### config.mk
export PLATFORM = sky130hd
export DESIGN_NAME = mmio_timer
export DESIGN_NICKNAME = d
export VERILOG_FILES = /design/src/rtl/mmio_timer.sv
export SDC_FILE = /design/constraint.sdc
export NUM_CORES = 1
export LEC_CHECK = 0
export BUFFER_PORTS_ARGS = -buffer_cell sky130_fd_sc_hd__buf_2
export CAP_MARGIN = 25
export CORE_UTILIZATION = 45
export CTS_BUF_LIST = sky130_fd_sc_hd__clkbuf_4 sky130_fd_sc_hd__clkbuf_8 sky130_fd_sc_hd__clkbuf_16
export DETAILED_ROUTE_END_ITERATION = 10
export HOLD_SLACK_MARGIN = 0.15
export PLACE_DENSITY = 0.79
export SYNTH_ARGS = -nofsm -noshare
export SYNTH_HDL_FRONTEND = slang
export SYNTH_SLANG_ARGS = --single-unit
### constraint.sdc
create_clock -name clk_100MHz -period 3.7 [get_ports clk_100MHz]
set_clock_uncertainty 0.1 [all_clocks]
set_input_delay 0.37 -clock clk_100MHz [delete_from_list [all_inputs] [get_ports clk_100MHz]]
set_output_delay 0.37 -clock clk_100MHz [all_outputs]
set_load 0.02 [all_outputs]
### src/rtl/mmio_timer.sv
// mmio_timer: memory-mapped tick timer with compare match and level interrupt.
// Ports: clk_100MHz/arst (async, active-high); rena_i/raddr_i read strobe and
// byte address; wena_i/waddr_i/wdata_i posted full-word write; rdata_o/hit_o
// combinational read response; irq_o registered (STATUS.match & CTRL.ie).
// Map: 0x0 CTRL{ie,ar,en}, 0x4 COUNT, 0x8 CMP, 0xC STATUS{match} (W1C).
module mmio_timer #(
    parameter logic [31:0] BASE_ADDR = 32'h1000_0000,
    parameter int unsigned PRESCALE  = 100
) (
    input  logic        clk_100MHz,
    input  logic        arst,
    input  logic        rena_i,
    input  logic [31:0] raddr_i,
    input  logic        wena_i,
    input  logic [31:0] waddr_i,
    input  logic [31:0] wdata_i,
    output logic [31:0] rdata_o,
    output logic        hit_o,
    output logic        irq_o
);

    localparam logic [15:0] PRE_MAX = 16'(PRESCALE - 1);

    localparam logic [1:0] OFF_CTRL   = 2'd0;
    localparam logic [1:0] OFF_COUNT  = 2'd1;
    localparam logic [1:0] OFF_CMP    = 2'd2;
    localparam logic [1:0] OFF_STATUS = 2'd3;

    logic [2:0]  ctrl_q, ctrl_d;
    logic [31:0] count_q, count_d;
    logic [31:0] cmp_q, cmp_d;
    logic        match_q, match_d;
    logic        irq_q, irq_d;
    logic [15:0] pre_cnt_q, pre_cnt_d;

    logic        wr_sel;
    logic        wr_ctrl;
    logic        wr_count;
    logic        wr_cmp;
    logic        wr_status;
    logic        tick;
    logic [31:0] nxt;
    logic        cmp_hit;

    // Byte-lane bits of the addresses carry no information here.
    logic        unused_addr;
    assign unused_addr = ^{raddr_i[1:0], waddr_i[1:0]};

    // Decode
    assign hit_o  = rena_i && (raddr_i[31:4] == BASE_ADDR[31:4]);
    assign wr_sel = wena_i && (waddr_i[31:4] == BASE_ADDR[31:4]);

    assign wr_ctrl   = wr_sel && (waddr_i[3:2] == OFF_CTRL);
    assign wr_count  = wr_sel && (waddr_i[3:2] == OFF_COUNT);
    assign wr_cmp    = wr_sel && (waddr_i[3:2] == OFF_CMP);
    assign wr_status = wr_sel && (waddr_i[3:2] == OFF_STATUS);

    // Read path sees the registers before any same-cycle write lands.
    always_comb begin
        rdata_o = 32'd0;
        if (hit_o) begin
            case (raddr_i[3:2])
                OFF_CTRL:  rdata_o = {29'd0, ctrl_q};
                OFF_COUNT: rdata_o = count_q;
                OFF_CMP:   rdata_o = cmp_q;
                default:   rdata_o = {31'd0, match_q};
            endcase
        end
    end

    // Prescaler: a tick fires on the last phase of each PRESCALE window.
    assign tick = ctrl_q[0] && (pre_cnt_q == PRE_MAX);

    always_comb begin
        pre_cnt_d = pre_cnt_q + 16'd1;
        if (wr_ctrl || !ctrl_q[0] || tick) begin
            pre_cnt_d = 16'd0;
        end
    end

    // Counter and compare; compare always uses the CMP held before this edge.
    assign nxt     = count_q + 32'd1;
    assign cmp_hit = tick && (nxt == cmp_q);

    always_comb begin
        count_d = count_q;
        if (tick) begin
            count_d = (cmp_hit && ctrl_q[1]) ? 32'd0 : nxt;
        end
        if (wr_count) begin
            count_d = wdata_i;
        end
    end

    always_comb begin
        ctrl_d = ctrl_q;
        cmp_d  = cmp_q;
        if (wr_ctrl) begin
            ctrl_d = wdata_i[2:0];
        end
        if (wr_cmp) begin
            cmp_d = wdata_i;
        end
    end

    // A match set in the same cycle overrides the W1C clear.
    always_comb begin
        match_d = match_q;
        if (wr_status && wdata_i[0]) begin
            match_d = 1'b0;
        end
        if (cmp_hit) begin
            match_d = 1'b1;
        end
    end

    assign irq_d = match_q & ctrl_q[2];
    assign irq_o = irq_q;

    always_ff @(posedge clk_100MHz or posedge arst) begin
        if (arst) begin
            ctrl_q    <= 3'd0;
            count_q   <= 32'd0;
            cmp_q     <= 32'hFFFF_FFFF;
            match_q   <= 1'b0;
            irq_q     <= 1'b0;
            pre_cnt_q <= 16'd0;
        end else begin
            ctrl_q    <= ctrl_d;
            count_q   <= count_d;
            cmp_q     <= cmp_d;
            match_q   <= match_d;
            irq_q     <= irq_d;
            pre_cnt_q <= pre_cnt_d;
        end
    end

endmodule
==> flow_summary.yaml <==
global_route:
  grt_pass1_wl_um: 27700
  grt_max_degree: 65
  track_usage_pct: 25.0
  grt_pass1_vias: 5441
  antenna_found_initial: 0
  grt-ovfl-total: 0
yosys:
  yosysTopAreaCellShare_pct: 21.9
  synth.net_count: 803
  synth_most_common_cell: "nor2_1"
  yosys.area.top_type: "dfrtp_1"
  synth-edff-count: 0
  yosys-top-cells-count: "nor2_1, nand2_1, dfrtp_1"
  synth_flop_cell: "dfrtp_1"
  async_flop_share_pct: 100
  ys_seq_area_share_pct: 35.8
  ys_ff_latch: 85
  mappedNetlistArea_um2: 6060
  ys_top_cells_by_area: "dfrtp_1, dfstp_2, mux2_2"
  syn-instance-count: 701
  yosys_warnings: 0
  syn_area_per_cell_um2: 8.64
  synth_cell_types: 56
detailed_routing:
  final_antenna_net_count: 0
  vias: 5738
  vias_per_cell: 5.66
  dr.max_layer_used: "met4"
  wl_met3_um: 858
  routed_wl_um: 16700
  met2RoutedLength_um: 7960
  firstDrtPassIters: 5
  drcViolationCount: 0
  drt_iter0_drc: 395
  met1_length_um: 7640
  wire_per_inst_um: 16.5
finish:
  area_growth_pct: 22.9
  fill_cells: 1223
  fin_area_um2: 7440
  layout.nets: 935
  drive_gt1_share_pct: 31.6
  n_antenna_cell: 0
placed_design:
  gp_congestion: 0.968
  hpwl_um: 12100
  port_buffers: 129
  place_area_um2: 6900
  place_ws_ps: 253
clocking:
  cts_setup_buffers: 0
  clk_latency_ps: 360
  cts_sinks: 85
  cts-root-buf: "clkbuf_16"
  htree_levels: 3
  cts_tree: "yes"
  cts_buffer_depth: 2
  clk_pin_slew_ps: 70
  cts_made_buffers: 9
setup_path:
  rr_endpoint: "count_q[5]"
  arrival_ps: 3530
  worst_setup_path_start_kind: "flip-flop"
  worst-r2r-cell-count: 10
  crit_start: "pre_cnt_q[0]"
  endpoint_kind: "flip-flop"
  cp.required_ps: 3800
  r2r_start: "pre_cnt_q[0]"
  r2r_slack_ps: 270
  crit_path_max_fanout: 28
  critPathCapture: "count_q[5]"
  path_class: "flip-flop to flip-flop"
sta:
  max_freq_mhz: 291
  min_period_over_period_pct: 92.8
  worstMarginPinSlew_ps: 1040
  fin_hold_ws_ps: 157
  finalHoldViolCount: 0
  maxSlewViolCount: 0
  setup_viol: 0
  slew-limit-headroom_pct: 30.1
  fin_ws_ps: 268
  rsz0062_at_grt: "no"
  finalSetupTns_ps: 0
  timing.final.crit_period_ps: 3430
min_path:
  holdCritPathClass: "primary input to flip-flop"
  min-delay-start: "wdata_i[20]"
status:
  outcome: "complete, no violations"
power_and_ir_drop:
  power_frac_comb_pct: 6.4
  p_sw_share_pct: 22.5
  ir_drop_uv: 167
  power_mw: 2.07
  power_frac_seq_pct: 45.0
  power_switching_mw: 0.465
  p_leak_nw: 3.11
  p_per_area_nw_per_um2: 278
  p_int_mw: 1.60
  clkPwrFrac_pct: 48.6
job:
  drv_cap: 0
floorplanning:
  dieHeight_um: 118
  pin_count: 134
  dieArea_um2: 13900
  die_w_um: 118
  rows: 42
  coreArea_um2: 13200
  start_util_pct: 45.9
## cell type report
type                    instances  area [um^2]  share of cell area, %
well taps                     176          220                   2.96
flip-flops and latches         85         2170                   29.1
clock buffers                  10          233                   3.13
clock inverters                 6         93.8                   1.26
multi-input cells             553         3640                   48.9
inverters                       9         35.0                  0.471
repair buffers                175         1060                   14.2
## critical path, cell delays in order (launching register included)
cell	delay, ps
dfrtp_1	390
ha_1	270
nor4b_1	270
nand4_1	240
a2111oi_0	500
o2111ai_1	270
nor4b_2	330
and4_1	300
nand2_4	250
a22oi_1	230
a21oi_1	100
## metrics by stage
step,util [%],instances
floorplan,-,701
finish,56.4,1014
detailed placement,52.3,977
global placement,52.3,977
CTS,56.3,1014
global route,56.4,1014
## cell families (layout without fill, tap and decap cells)
| group | count (synthesis) | count (layout) | share of synthesized area (%) |
|---|---|---|---|
| AO/OA/AOI/OAI | 138 | 138 | 16.1 |
| XOR/XNOR | 60 | 60 | 8.67 |
| adder cells (fa/ha/maj) | 2 | 2 | 0.413 |
| buffers and inverters | 63 | 200 | 4.46 |
| flip-flops | 85 | 85 | 35.8 |
| multiplexers | 44 | 44 | 8.26 |
| AND/OR/NAND/NOR | 309 | 309 | 26.4 |
## worst min-delay path by stage
stage / cells past startpoint / end / slack [ps]
after floorplan: 1 / pre_cnt_q[0] / 350
after global placement: 1 / pre_cnt_q[0] / 370
after detailed placement: 1 / pre_cnt_q[0] / 390
after CTS: 3 / count_q[20] / 160
after global routing: 2 / cmp_q[16] / 170
final: 3 / count_q[20] / 160
## power groups by stage
| stage | logic [mW] | clock network [mW] | registers [mW] |
|---|---|---|---|
| CTS | 0.134 | 1.02 | 0.931 |
| global route | 0.146 | 1.04 | 0.931 |
| finish | 0.133 | 1.01 | 0.931 |
| global placement | 0.114 | 0 | 0.947 |
| detailed placement | 0.117 | 0 | 0.947 |
| floorplan | 0.0410 | 0 | 0.947 |
## timing repair
item | CTS | global route
hold buffers | 21 | 0
gates resized for setup | 0 | 2
hold endpoints to repair | 41 | 0
endpoints found under the setup margin | 0 | 7
## cells in the final DEF, fill, tap and decap left out, types with 8 or more instances in the layout
master and instances:
buf_2 129, clkbuf_16 9, nor3_1 23, nand3_1 29, a22oi_2 10, a21oi_1 13
o21ai_1 13, inv_1 8, mux2_2 38, xnor2_1 34, buf_4 24, dfstp_2 32
dlygate4sd3_1 21, or4_1 8, and3_1 9, dfrtp_1 53, xor2_1 26, nand4_1 20
nand2_1 58, and2_1 10, a22oi_1 45, o21ai_0 22, nor2_1 95, nor4_1 17
a21o_1 11
## routing by layer
layer | vias to the layer above | track usage, %
met5 | - | 0
met4 | 0 | 8.73
met3 | 16 | 3.54
met2 | 171 | 41.3
met1 | 2733 | 33.5
li1 | 2818 | -
## state kept, by name (all words and copies together) (netlist names)
signal,flops
ctrl_q,3
match_q,1
irq_o,1
cmp_q,32
pre_cnt_q,16
count_q,32
Note: power is estimated with default switching activity, not from simulation.
